**config.mk**
```make
export PLATFORM = sky130hd
export DESIGN_NAME = channel_scanner_flat
export DESIGN_NICKNAME = d
export VERILOG_FILES = /design/src/rtl/channel_scanner_pkg.sv /design/src/rtl/channel_scanner_if.sv /design/src/rtl/channel_scanner_rr_next_channel.sv /design/src/rtl/channel_scanner.sv /design/src/flat_wrapper.sv
export SDC_FILE = /design/constraint.sdc
export NUM_CORES = 1
export LEC_CHECK = 0
export ABC_AREA = 0
export BUFFER_PORTS_ARGS = -buffer_cell sky130_fd_sc_hd__buf_4
export CORE_MARGIN = 5
export CORE_UTILIZATION = 25
export CTS_BUF_LIST = sky130_fd_sc_hd__clkbuf_2 sky130_fd_sc_hd__clkbuf_4 sky130_fd_sc_hd__clkbuf_8
export DETAILED_ROUTE_END_ITERATION = 10
export PLACE_DENSITY = 0.52
export SKIP_CTS_REPAIR_TIMING = 1
export SYNTH_ARGS = -nofsm -noshare
export SYNTH_HDL_FRONTEND = slang
export SYNTH_SLANG_ARGS = --single-unit
```
**constraint.sdc**
```tcl
create_clock -name clk -period 5.2 [get_ports clk]
set_input_delay 0.52 -clock clk [delete_from_list [all_inputs] [get_ports clk]]
set_output_delay 0.52 -clock clk [all_outputs]
set_load 0.01 [all_outputs]
```
**src/rtl/channel_scanner_pkg.sv**
```systemverilog
// Shared constants and FSM state type for the channel scanner.
package scanner_pkg;
    localparam int NUM_CHANNELS = 16;
    localparam int CHANNEL_W    = 4;

    typedef enum logic [1:0] {
        IDLE   = 2'd0,
        SETTLE = 2'd1,
        HOLD   = 2'd2
    } scanner_state_t;
endpackage

```
**src/rtl/channel_scanner_if.sv**
```systemverilog
// Scanner bus: select to mux16, data back from mux16, and the downstream
// sample valid/ready handshake.
interface channel_scanner_if #(parameter int N = 1);
    import scanner_pkg::*;

    logic                    ena;
    logic [NUM_CHANNELS-1:0] channel_mask;
    logic [N-1:0]            mux_out;
    logic [CHANNEL_W-1:0]    switch;
    logic [N-1:0]            sample_data;
    logic [CHANNEL_W-1:0]    sample_channel;
    logic                    sample_valid;
    logic                    sample_ready;

    modport master (
        input  ena, channel_mask, mux_out, sample_ready,
        output switch, sample_data, sample_channel, sample_valid
    );

    modport slave (
        output ena, channel_mask, mux_out, sample_ready,
        input  switch, sample_data, sample_channel, sample_valid
    );
endinterface

```
**src/rtl/channel_scanner_rr_next_channel.sv**
```systemverilog
// Round-robin pick: first set mask bit starting at current+1, wrapping mod 16.
module rr_next_channel
    import scanner_pkg::*;
(
    input  logic [CHANNEL_W-1:0]    current,
    input  logic [NUM_CHANNELS-1:0] mask,
    output logic [CHANNEL_W-1:0]    next,
    output logic                    any
);
    always_comb begin
        next = current;
        // Walk from farthest to nearest so the nearest set bit wins; offset 16
        // wraps to current itself, which covers a single-bit mask.
        for (int i = NUM_CHANNELS; i >= 1; i--) begin
            if (mask[CHANNEL_W'(current + CHANNEL_W'(i))])
                next = CHANNEL_W'(current + CHANNEL_W'(i));
        end
    end

    assign any = |mask;
endmodule

```
**src/rtl/channel_scanner.sv**
```systemverilog
// Drives mux16 select round-robin over enabled channels, waits the settle time,
// and hands each capture downstream tagged with its channel number.
module channel_scanner
    import scanner_pkg::*;
#(
    parameter int N             = 1,
    parameter int SETTLE_CYCLES = 1
) (
    input  logic             clk,
    input  logic             rst,
    channel_scanner_if.master bus
);
    localparam int                 CNT_W    = $clog2(SETTLE_CYCLES + 1);
    localparam logic [CNT_W-1:0]   CNT_LAST = CNT_W'(SETTLE_CYCLES - 1);

    if ((SETTLE_CYCLES < 1) || (SETTLE_CYCLES > 255)) begin : g_settle_chk
        $error("channel_scanner: SETTLE_CYCLES must be in 1..255");
    end

    scanner_state_t       state_q;
    logic [CHANNEL_W-1:0] switch_q;
    logic [N-1:0]         data_q;
    logic [CHANNEL_W-1:0] chan_q;
    logic                 valid_q;
    logic [CNT_W-1:0]     cnt_q;
    logic [CNT_W-1:0]     cnt_d;
    logic [CHANNEL_W-1:0] pick;
    logic                 any_en;
    logic                 start_scan;

    rr_next_channel u_rr (
        .current (switch_q),
        .mask    (bus.channel_mask),
        .next    (pick),
        .any     (any_en)
    );

    assign start_scan = bus.ena && any_en;
    assign cnt_d      = cnt_q + CNT_W'(1);

    always_ff @(posedge clk or posedge rst) begin
        if (rst) begin
            state_q  <= IDLE;
            switch_q <= '1;
            data_q   <= '0;
            chan_q   <= '0;
            valid_q  <= 1'b0;
            cnt_q    <= '0;
        end else begin
            case (state_q)
                IDLE: begin
                    if (start_scan) begin
                        switch_q <= pick;
                        cnt_q    <= '0;
                        state_q  <= SETTLE;
                    end
                end
                SETTLE: begin
                    if (cnt_q == CNT_LAST) begin
                        data_q  <= bus.mux_out;
                        chan_q  <= switch_q;
                        valid_q <= 1'b1;
                        state_q <= HOLD;
                    end else begin
                        cnt_q <= cnt_d;
                    end
                end
                HOLD: begin
                    // Handshake edge doubles as the next select edge, so
                    // back-to-back samples cost no extra cycle.
                    if (valid_q && bus.sample_ready) begin
                        valid_q <= 1'b0;
                        if (start_scan) begin
                            switch_q <= pick;
                            cnt_q    <= '0;
                            state_q  <= SETTLE;
                        end else begin
                            state_q <= IDLE;
                        end
                    end
                end
                default: state_q <= IDLE;
            endcase
        end
    end

    assign bus.switch         = switch_q;
    assign bus.sample_data    = data_q;
    assign bus.sample_channel = chan_q;
    assign bus.sample_valid   = valid_q;
endmodule

```
**src/flat_wrapper.sv**
```systemverilog
// flat-port wrapper written by rule: the top's interface ports become plain ports
module channel_scanner_flat import scanner_pkg::*;
#(
    parameter int N             = 1,
    parameter int SETTLE_CYCLES = 1
)
  (clk, rst, bus_ena, bus_channel_mask, bus_mux_out, bus_sample_ready, bus_switch, bus_sample_data, bus_sample_channel, bus_sample_valid);
  channel_scanner_if #(.N(N)) bus_i ();
  input  logic clk;
  input  logic rst;
  input wire logic [$bits(bus_i.ena)-1:0] bus_ena;
  input wire logic [$bits(bus_i.channel_mask)-1:0] bus_channel_mask;
  input wire logic [$bits(bus_i.mux_out)-1:0] bus_mux_out;
  input wire logic [$bits(bus_i.sample_ready)-1:0] bus_sample_ready;
  output wire logic [$bits(bus_i.switch)-1:0] bus_switch;
  output wire logic [$bits(bus_i.sample_data)-1:0] bus_sample_data;
  output wire logic [$bits(bus_i.sample_channel)-1:0] bus_sample_channel;
  output wire logic [$bits(bus_i.sample_valid)-1:0] bus_sample_valid;
  assign bus_i.ena = bus_ena;
  assign bus_i.channel_mask = bus_channel_mask;
  assign bus_i.mux_out = bus_mux_out;
  assign bus_i.sample_ready = bus_sample_ready;
  assign bus_switch = bus_i.switch;
  assign bus_sample_data = bus_i.sample_data;
  assign bus_sample_channel = bus_i.sample_channel;
  assign bus_sample_valid = bus_i.sample_valid;
  channel_scanner #(.N(N), .SETTLE_CYCLES(SETTLE_CYCLES)) u_core (.clk(clk), .rst(rst), .bus(bus_i));
endmodule
```
### Word-level counts from Yosys, hierarchy flattened

Cells that the tools add are included.

* flip-flop bits (word level): 13
* input port bits: 21
* output and inout port bits: 10
* logic and storage cells: 115

* add/subtract/negate cells: 16
* $lt $le $gt $ge: 15
* equal/unequal tests: 5
* multiplexer cells: 60
* bitwise operators: 1
* reduce and logical (&&, ||, !) cells: 12

Operators with widths (count)
* 4-bit by 5-bit < comparator with 1-bit output, second input constant: 15
* 4-bit two-way mux: 17
* 1-bit binary-select mux with 4-bit select: 15
* 4-bit adder, second input constant: 8
* 1-bit two-way mux: 21
* 4-bit by 3-bit adder with 4-bit output, second input constant: 4
* 16-bit OR reduction: 1
* 4-bit by 2-bit adder with 4-bit output, second input constant: 2
* 4-bit case mux with 2 select lines: 1
* 2-bit two-way mux: 3
* 2-bit case mux with 3 select lines: 1
* 2-bit AND reduction: 3
* 3-bit AND reduction: 2
* 4-bit by 1-bit adder with 4-bit output, second input constant: 1
* 2-bit by 1-bit inequality test with 1-bit output, second input constant: 2
* 2-bit nonzero test: 2
* 1-bit case mux with 3 select lines: 1
* 3-bit nonzero test: 1
* 2-bit by 1-bit equality test with 1-bit output, second input constant: 1
* 2-bit equality test, second input constant: 1
* 1-bit logical AND: 2
* 2-bit logical NOT: 1
* 2-bit inequality test, second input constant: 1
* 1-bit case mux with 2 select lines: 1
* 2 further kinds: 2

### Logic depth before layout (Yosys ltp)

Gate-level depths: netlist of the first run.

* depth after elaboration: 21
* depth in mapped cells: 15
* gate-level depth less buffers: 11

### By module

Synthesis of the first run repeated with hierarchy kept, for this count alone.

* cells, all modules: 277
* area, all modules: 2642.5 sq um

Modules (own cells, without submodules)
* rr_next_channel: times used 1, cells an instance 244, area an instance 2162.1 sq um, sequential area each 0.0 sq um
* channel_scanner: times used 1, cells an instance 33, area an instance 480.5 sq um, sequential area each 305.3 sq um

### Least setup slack after synthesis of the first run

No wires, ideal clock.

* path type: reg-to-reg
* start: register u_core.switch_q[1] (netlist: u_core.bus.switch[1])
* end: register u_core.switch_q[0] (netlist: u_core.bus.switch[0])
* library setup time: 84 ps
* data arrival time: 3854 ps
* data required time: 5116 ps
* setup slack: 1262 ps
* cell stages (with the launch flop): 14
* buffers on the path: 3
* period minus slack after synthesis: 3938 ps
* cells stage by stage: dfstp_2 -> buf_2 -> buf_1 -> inv_1 -> ha_1 -> buf_6 -> mux4_2 -> mux2i_4 -> mux2i_4 -> a2111oi_2 -> o21a_1 -> nor3_1 -> or4_1 -> o2111ai_1

* word-level cells in the longest chain between the ends: 21
* elaborated cells on any way between the ends: 63
* classes of those cells: 15 x add/sub; 48 x mux

Ends and longest elaborated chain
* start, declared: line channel_scanner.sv:21 `logic [CHANNEL_W-1:0] switch_q;`
* start signal, assigned: line channel_scanner.sv:53 `switch_q <= pick;`
* start signal, assigned: line channel_scanner.sv:74 `switch_q <= pick;`
* 4-bit adder: line channel_scanner_rr_next_channel.sv:15 `if (mask[CHANNEL_W'(current + CHANNEL_W'(i))])`
* 1-bit binary-select mux with 4-bit select: line channel_scanner_rr_next_channel.sv:15
* 1-bit two-way mux (not written as such): line channel_scanner_rr_next_channel.sv:15
* 4-bit two-way mux (14 in series): line channel_scanner_rr_next_channel.sv:15
* 4-bit two-way mux (*): line channel_scanner_rr_next_channel.sv:15
* 4-bit two-way mux (*): line channel_scanner.sv:52, channel_scanner.sv:73
* 4-bit two-way mux: line channel_scanner.sv:71 `if (valid_q && bus.sample_ready) begin`
* 4-bit case mux with 2 select lines (*): line channel_scanner.sv:50 `case (state_q)`

Mark *: on every way between the ends. The rest lies on a longest branch, timed or not. The select of a mux whose other input is x is not followed.
A chain may end at the register's enable or synchronous reset.

### Worst setup path after layout of the first run

* start: register u_core.switch_q[0] (netlist: u_core.bus.switch[0])
* end: register u_core.switch_q[3] (netlist: u_core.bus.switch[3])

* word-level cells in the longest chain between the ends: 21
* elaborated cells on any way between the ends: 63
* classes of those cells: 15 x add/sub; 48 x mux

Ends and longest elaborated chain (line)
* 4-bit adder: channel_scanner_rr_next_channel.sv:15, channel_scanner_rr_next_channel.sv:16
* 1-bit binary-select mux with 4-bit select: channel_scanner_rr_next_channel.sv:15
* 1-bit two-way mux (not written as such): channel_scanner_rr_next_channel.sv:15
* 4-bit two-way mux (14 in series): channel_scanner_rr_next_channel.sv:15
* 4-bit two-way mux (*): channel_scanner_rr_next_channel.sv:15
* 4-bit two-way mux (*): channel_scanner.sv:52, channel_scanner.sv:73
* 4-bit two-way mux: channel_scanner.sv:71
* 4-bit case mux with 2 select lines (*): channel_scanner.sv:50

Marks and branches as above.

==> results.toml, run 1 <==
[sta]
slew_headroom = 0.455
finalHoldViolCount = 0
max_freq_mhz = 254
min_period_over_period = 0.756
clock_skew_ns = 0.00398
rsz0062_at_grt = "false"
finalSetupTns_ns = 0
drv_slew = 0
holdWs_ns = 0.306
setup_viol = 0
tightest_slew_ns = 0.812
fin_crit_ns = 3.93

[logic_synthesis]
yosysSeqAreaShare = 0.115
muxShareOfSynthArea = 0.385
syn_inst = 287
ys_seq_elements = 12
postSynthAreaPerCell_um2 = 9.21
ys_top_cells_by_count = "nand2_1, mux2_2, mux4_2, nor2_1, a21oi_1"
async_reset_ff_frac = 1.00
synth_compound_area_frac = 0.210
syn_area_mm2 = 0.00264
synth_top_family_by_area = "multiplexers"
synthFlopType = "dfrtp_1"
ys.warnings.count = 0
synthAdderAreaFrac = 0.0331
syn_nets = 315
ys_types = 64
synth_most_common_cell = "nand2_1"
synth_xor_area_frac = 0.0497
synth_top_area_share = 0.179
synth-edff-count = 0
synth-simple-area-share = 0.158
synth_area_leader_cell = "mux4_2"
synth.area.top_cells = "mux4_2, mux2_2, dfrtp_1, mux2i_1, nand2_1"

[drt]
drt_iter0_drc = 239
wirelength_um = 8440
post_drt_via_cell_ratio = 5.71
vias = 2551
dr.max_layer_used = "met4"
postRouteAntennaNets = 0
route.met2.wl_um = 4060
met3_length_um = 541
drc = 0
drtPass1Iterations = 6
wl_per_cell_um = 18.9
met1_length_um = 3550

[placement]
hpwlAfterDp_um = 6660
gp_congestion = 0.966
port-buffer-count = 30

[grt]
grt_first_pass_wirelength_um = 13500
globalRoute.totalOverflow = 0
grt.total_usage = 0.128
grt_pass1_vias = 2496
antenna_found_initial = 0
grt_start_max_net_pins = 30

[floorplan]
pin_count = 31
chipHeight_um = 113
core_mm2 = 0.0103
die_w_um = 113
rows = 37
die_area_mm2 = 0.0127
start_util = 0.256

[cts]
clock_latency_ns = 0.25
cts_buffers = 3
clk_pin_slew_ns = 0.06
cts_max_level = 1
clockBufferDepth = 2
cts_root_buf = "clkbuf_8"
cts_tree = "yes"
cts_sinks = 12

[layout]
antenna_cells = 0
areaGrowthSynthToFinish_pct = 15.2
layout-drive-gt1-share = 0.322
nets = 340

[setup_path]
worstSetupPathType = "reg2reg"
r2r-start = "u_core.bus.switch[0]"
end_kind = "flip-flop"
worstPathRequired_ns = 5.35
path_max_fanout = 15
cp-startpoint = "u_core.bus.switch[0]"
crit_arrival_ns = 4.09
cp-start-kind = "flip-flop"

[run]
maxCapViolations = 0

[hold_path]
min_path_type = "in2async"

[outcome]
status = "finished clean"
-- final cells by class --
class / instances / area, µm²
clock buffers: 4 / 55.1
fillers: 1083 / 7280
inverters: 13 / 48.8
multi-input cells: 248 / 2210
flip-flops and latches: 12 / 305
well taps: 136 / 170
repair buffers: 34 / 255
-- worst max-delay path, stage by stage (launching register included) --
cell      delay (ns)
dfstp_2         0.53
inv_1           0.12
ha_1            0.53
buf_4           0.33
mux4_2          0.66
mux2i_4         0.26
mux2_2          0.26
nand3b_1        0.11
nor2b_1         0.26
nor3b_2         0.31
nor3b_2         0.25
o21ai_0         0.10
o31ai_1         0.09
-- placed cells by master, fill, tap and decap left out, drive strengths merged, types with 3 or more instances in the layout --
| cell type | count |
|---|---|
| dfrtp | 8 |
| nor2b | 5 |
| mux4 | 23 |
| nand2 | 32 |
| xnor2 | 8 |
| ha | 7 |
| a21oi | 17 |
| nor2 | 19 |
| o21ai | 15 |
| mux2 | 22 |
| clkbuf | 4 |
| a21o | 3 |
| o22ai | 5 |
| xor2 | 4 |
| a31oi | 5 |
| o221ai | 3 |
| a211oi | 5 |
| buf | 34 |
| mux2i | 20 |
| nand2b | 3 |
| nand3 | 4 |
| nor4 | 4 |
| nor3 | 6 |
| dfstp | 4 |
| o21bai | 3 |
| inv | 11 |
-- routing by layer --
| layer | global-route usage | vias to the layer above |
|---|---|---|
| li1 | - | 1171 |
| met1 | 0.174 | 1238 |
| met2 | 0.209 | 121 |
| met3 | 0.0203 | 21 |
| met4 | 0.0393 | 0 |
| met5 | 0 | - |
-- stage by stage --
step | setup WS (ns) | instance area, µm² | std cells | utilization
final | 1.27 | 3050 | 447 | 0.295
after global routing | 1.08 | 3050 | 447 | 0.295
after CTS | 1.32 | 3050 | 447 | 0.295
after detailed placement | 1.33 | 2990 | 443 | 0.290
after global placement | 1.27 | 2990 | 443 | 0.290
after floorplan | 1.26 | 2640 | 287 | -
-- logic make-up (layout without fill, tap and decap cells) --
logic type	after synthesis	in the layout
AOI/OAI and AO/OA	80	80
xor gates and xnor gates	12	12
adders and majority gates	7	7
buffers and inverters	27	51
DFF	12	12
muxes	65	65
and+or+nand+nor	84	84
-- state kept, by name (all words and copies together), names as in the netlist --
register                   cells
u_core.state_q                 2
u_core.bus.sample_data         1
u_core.bus.sample_channel      4
u_core.bus.switch              4
u_core.bus.sample_valid        1
-- path summary, 6_finish.rpt --
| check | endpoint | slack (ns) | cells past startpoint |
|---|---|---|---|
| min in group clk | u_core.bus.sample_valid | 0.50 | 1 |
| worst min register to register | u_core.bus.sample_valid | 0.50 | 1 |
| max in group asynchronous | u_core.bus.switch[1] | 4.53 | 2 |
| worst max register to register | u_core.bus.switch[3] | 1.27 | 12 |
| worst max-delay path | u_core.bus.switch[3] | 1.27 | 12 |
| worst min-delay path | u_core.bus.sample_valid | 0.31 | 2 |
Power of run 1 is not shown: default switching activity piles up to over one toggle a cycle in this logic, so the estimate is an artifact.
==> run 2, diff against run 1 <==
Settings changed: PLACE_DENSITY 0.52 to 0.53.
Clock period 5.2 ns to 3.3 ns, I/O delays scaled along.
==> results.toml, run 2 (synthesized netlist as in run 1, its figures left out) <==
[layout]
regArea_um2 = 305
multi_input_area_mm2 = 0.00232
areaGrowthSynthToFinish_pct = 34.4
layout-drive-gt1-share = 0.460
nets = 392
final_cell_mix = "buf_4, nand2_1, mux4_2"
final_common_cell = "buf_4"
antenna_cells = 0
num-fill-cells = 1040

[setup_path]
cp_top_family = "multiplexers"
worstSetupPathType = "reg2reg"
cpMostUsedCell = "mux4_2"
worst_r2r_endpoint = "u_core.bus.switch[2]"
cp_slowest_stage_delay_ns = 0.61
r2r-start = "u_core.bus.switch[0]"
crit_slowest_cell = "mux4_2"
crit_arrival_ns = 3.42
cp-start-kind = "flip-flop"
ff2ff_path_depth = 8
r2r_slack_ns = 0.03
path_max_fanout = 7
end_kind = "flip-flop"
path_buf_inv = 1
worstPathRequired_ns = 3.46
cp_cell_sequence = "inv_6 > ha_4 > mux4_2 > mux4_2 > or3_4 > nor4b_2 > o21ai_1 > a22oi_1"

[floorplan]
core_mm2 = 0.0103
die_w_um = 113
chipHeight_um = 113
pin_count = 31
start_util = 0.256
rows = 37
die_area_mm2 = 0.0127

[grt]
grt_first_pass_wirelength_um = 14500
grt.total_usage = 0.139
grt_start_max_net_pins = 18
antenna_found_initial = 0
grt_pass1_vias = 2657
globalRoute.totalOverflow = 0

[sta]
drv_slew = 0
finalHoldViolCount = 0
rsz0062_at_grt = "true"
clock_skew_ns = 0.00281
max_freq_mhz = 306
setup_ws_ns = 0.0333
fin_crit_ns = 3.27
min_period_over_period = 0.990
slew_headroom = 0.660
setup_viol = 0
tightest_slew_ns = 0.510

[cts]
clockBufferDepth = 2
cts_max_level = 1
cts_buffers = 3
cts_root_buf = "clkbuf_8"
clk_pin_slew_ns = 0.05
cts_tree = "yes"
clock_latency_ns = 0.24
cts_sinks = 12

[drt]
drtPass1Iterations = 5
drc = 0
postRouteAntennaNets = 0
wirelength_um = 9130
drt_iter0_drc = 229
wl_per_cell_um = 18.3
vias = 2711
post_drt_via_cell_ratio = 5.43

[placement]
hpwlAfterDp_um = 7510
port-buffer-count = 30
dp_worst_setup_slack_ns = -0.150
gp_congestion = 0.912

[hold_path]
min_path_type = "in2async"

[outcome]
status = "finished clean"

[run]
maxCapViolations = 0
-- run 2: layout make-up --
cell class / instances / area share
timing repair buffer: 86 / 0.184
tap: 136 / 0.0479
sequential: 12 / 0.0859
clock buffer: 4 / 0.0155
multi-input combinational: 248 / 0.652
inverter: 13 / 0.0151
-- run 2: worst max-delay path by stage --
stage	from	endpoint	slack [ns]	depth (start not counted)
global route	u_core.bus.switch[0]	u_core.bus.switch[2]	-0.06	12
finish	u_core.bus.switch[0]	u_core.bus.switch[2]	0.03	8
floorplan	u_core.bus.switch[0]	u_core.bus.switch[0]	-0.27	11
global placement	u_core.bus.switch[1]	u_core.bus.switch[2]	-0.20	8
detailed placement	u_core.bus.switch[0]	u_core.bus.switch[2]	-0.15	8
CTS	u_core.bus.switch[1]	u_core.bus.switch[2]	-0.19	8
-- run 2: routing by layer --
layer,GRT usage,share of wire,vias to the layer above
met5,0,0,-
met4,0.0345,0.027,0
met3,0.00963,0.047,14
met2,0.236,0.48,105
met1,0.191,0.45,1322
li1,-,-,1270
-- run 2: per-stage QoR --
stage	area [µm²]	util	hold WS [ns]	std cells	setup TNS [ns]
6_report	3550	0.344	0.105	499	0
3_5_place_dp	3370	0.327	0.373	489	-0.212
4_1_cts	3430	0.332	0.110	493	-0.316
5_1_grt	3550	0.344	0.148	499	-0.107
3_3_place_gp	3370	0.327	0.373	489	-0.239
2_1_floorplan	2710	-	0.192	287	-0.884
Power of run 2 is left out for the same reason.
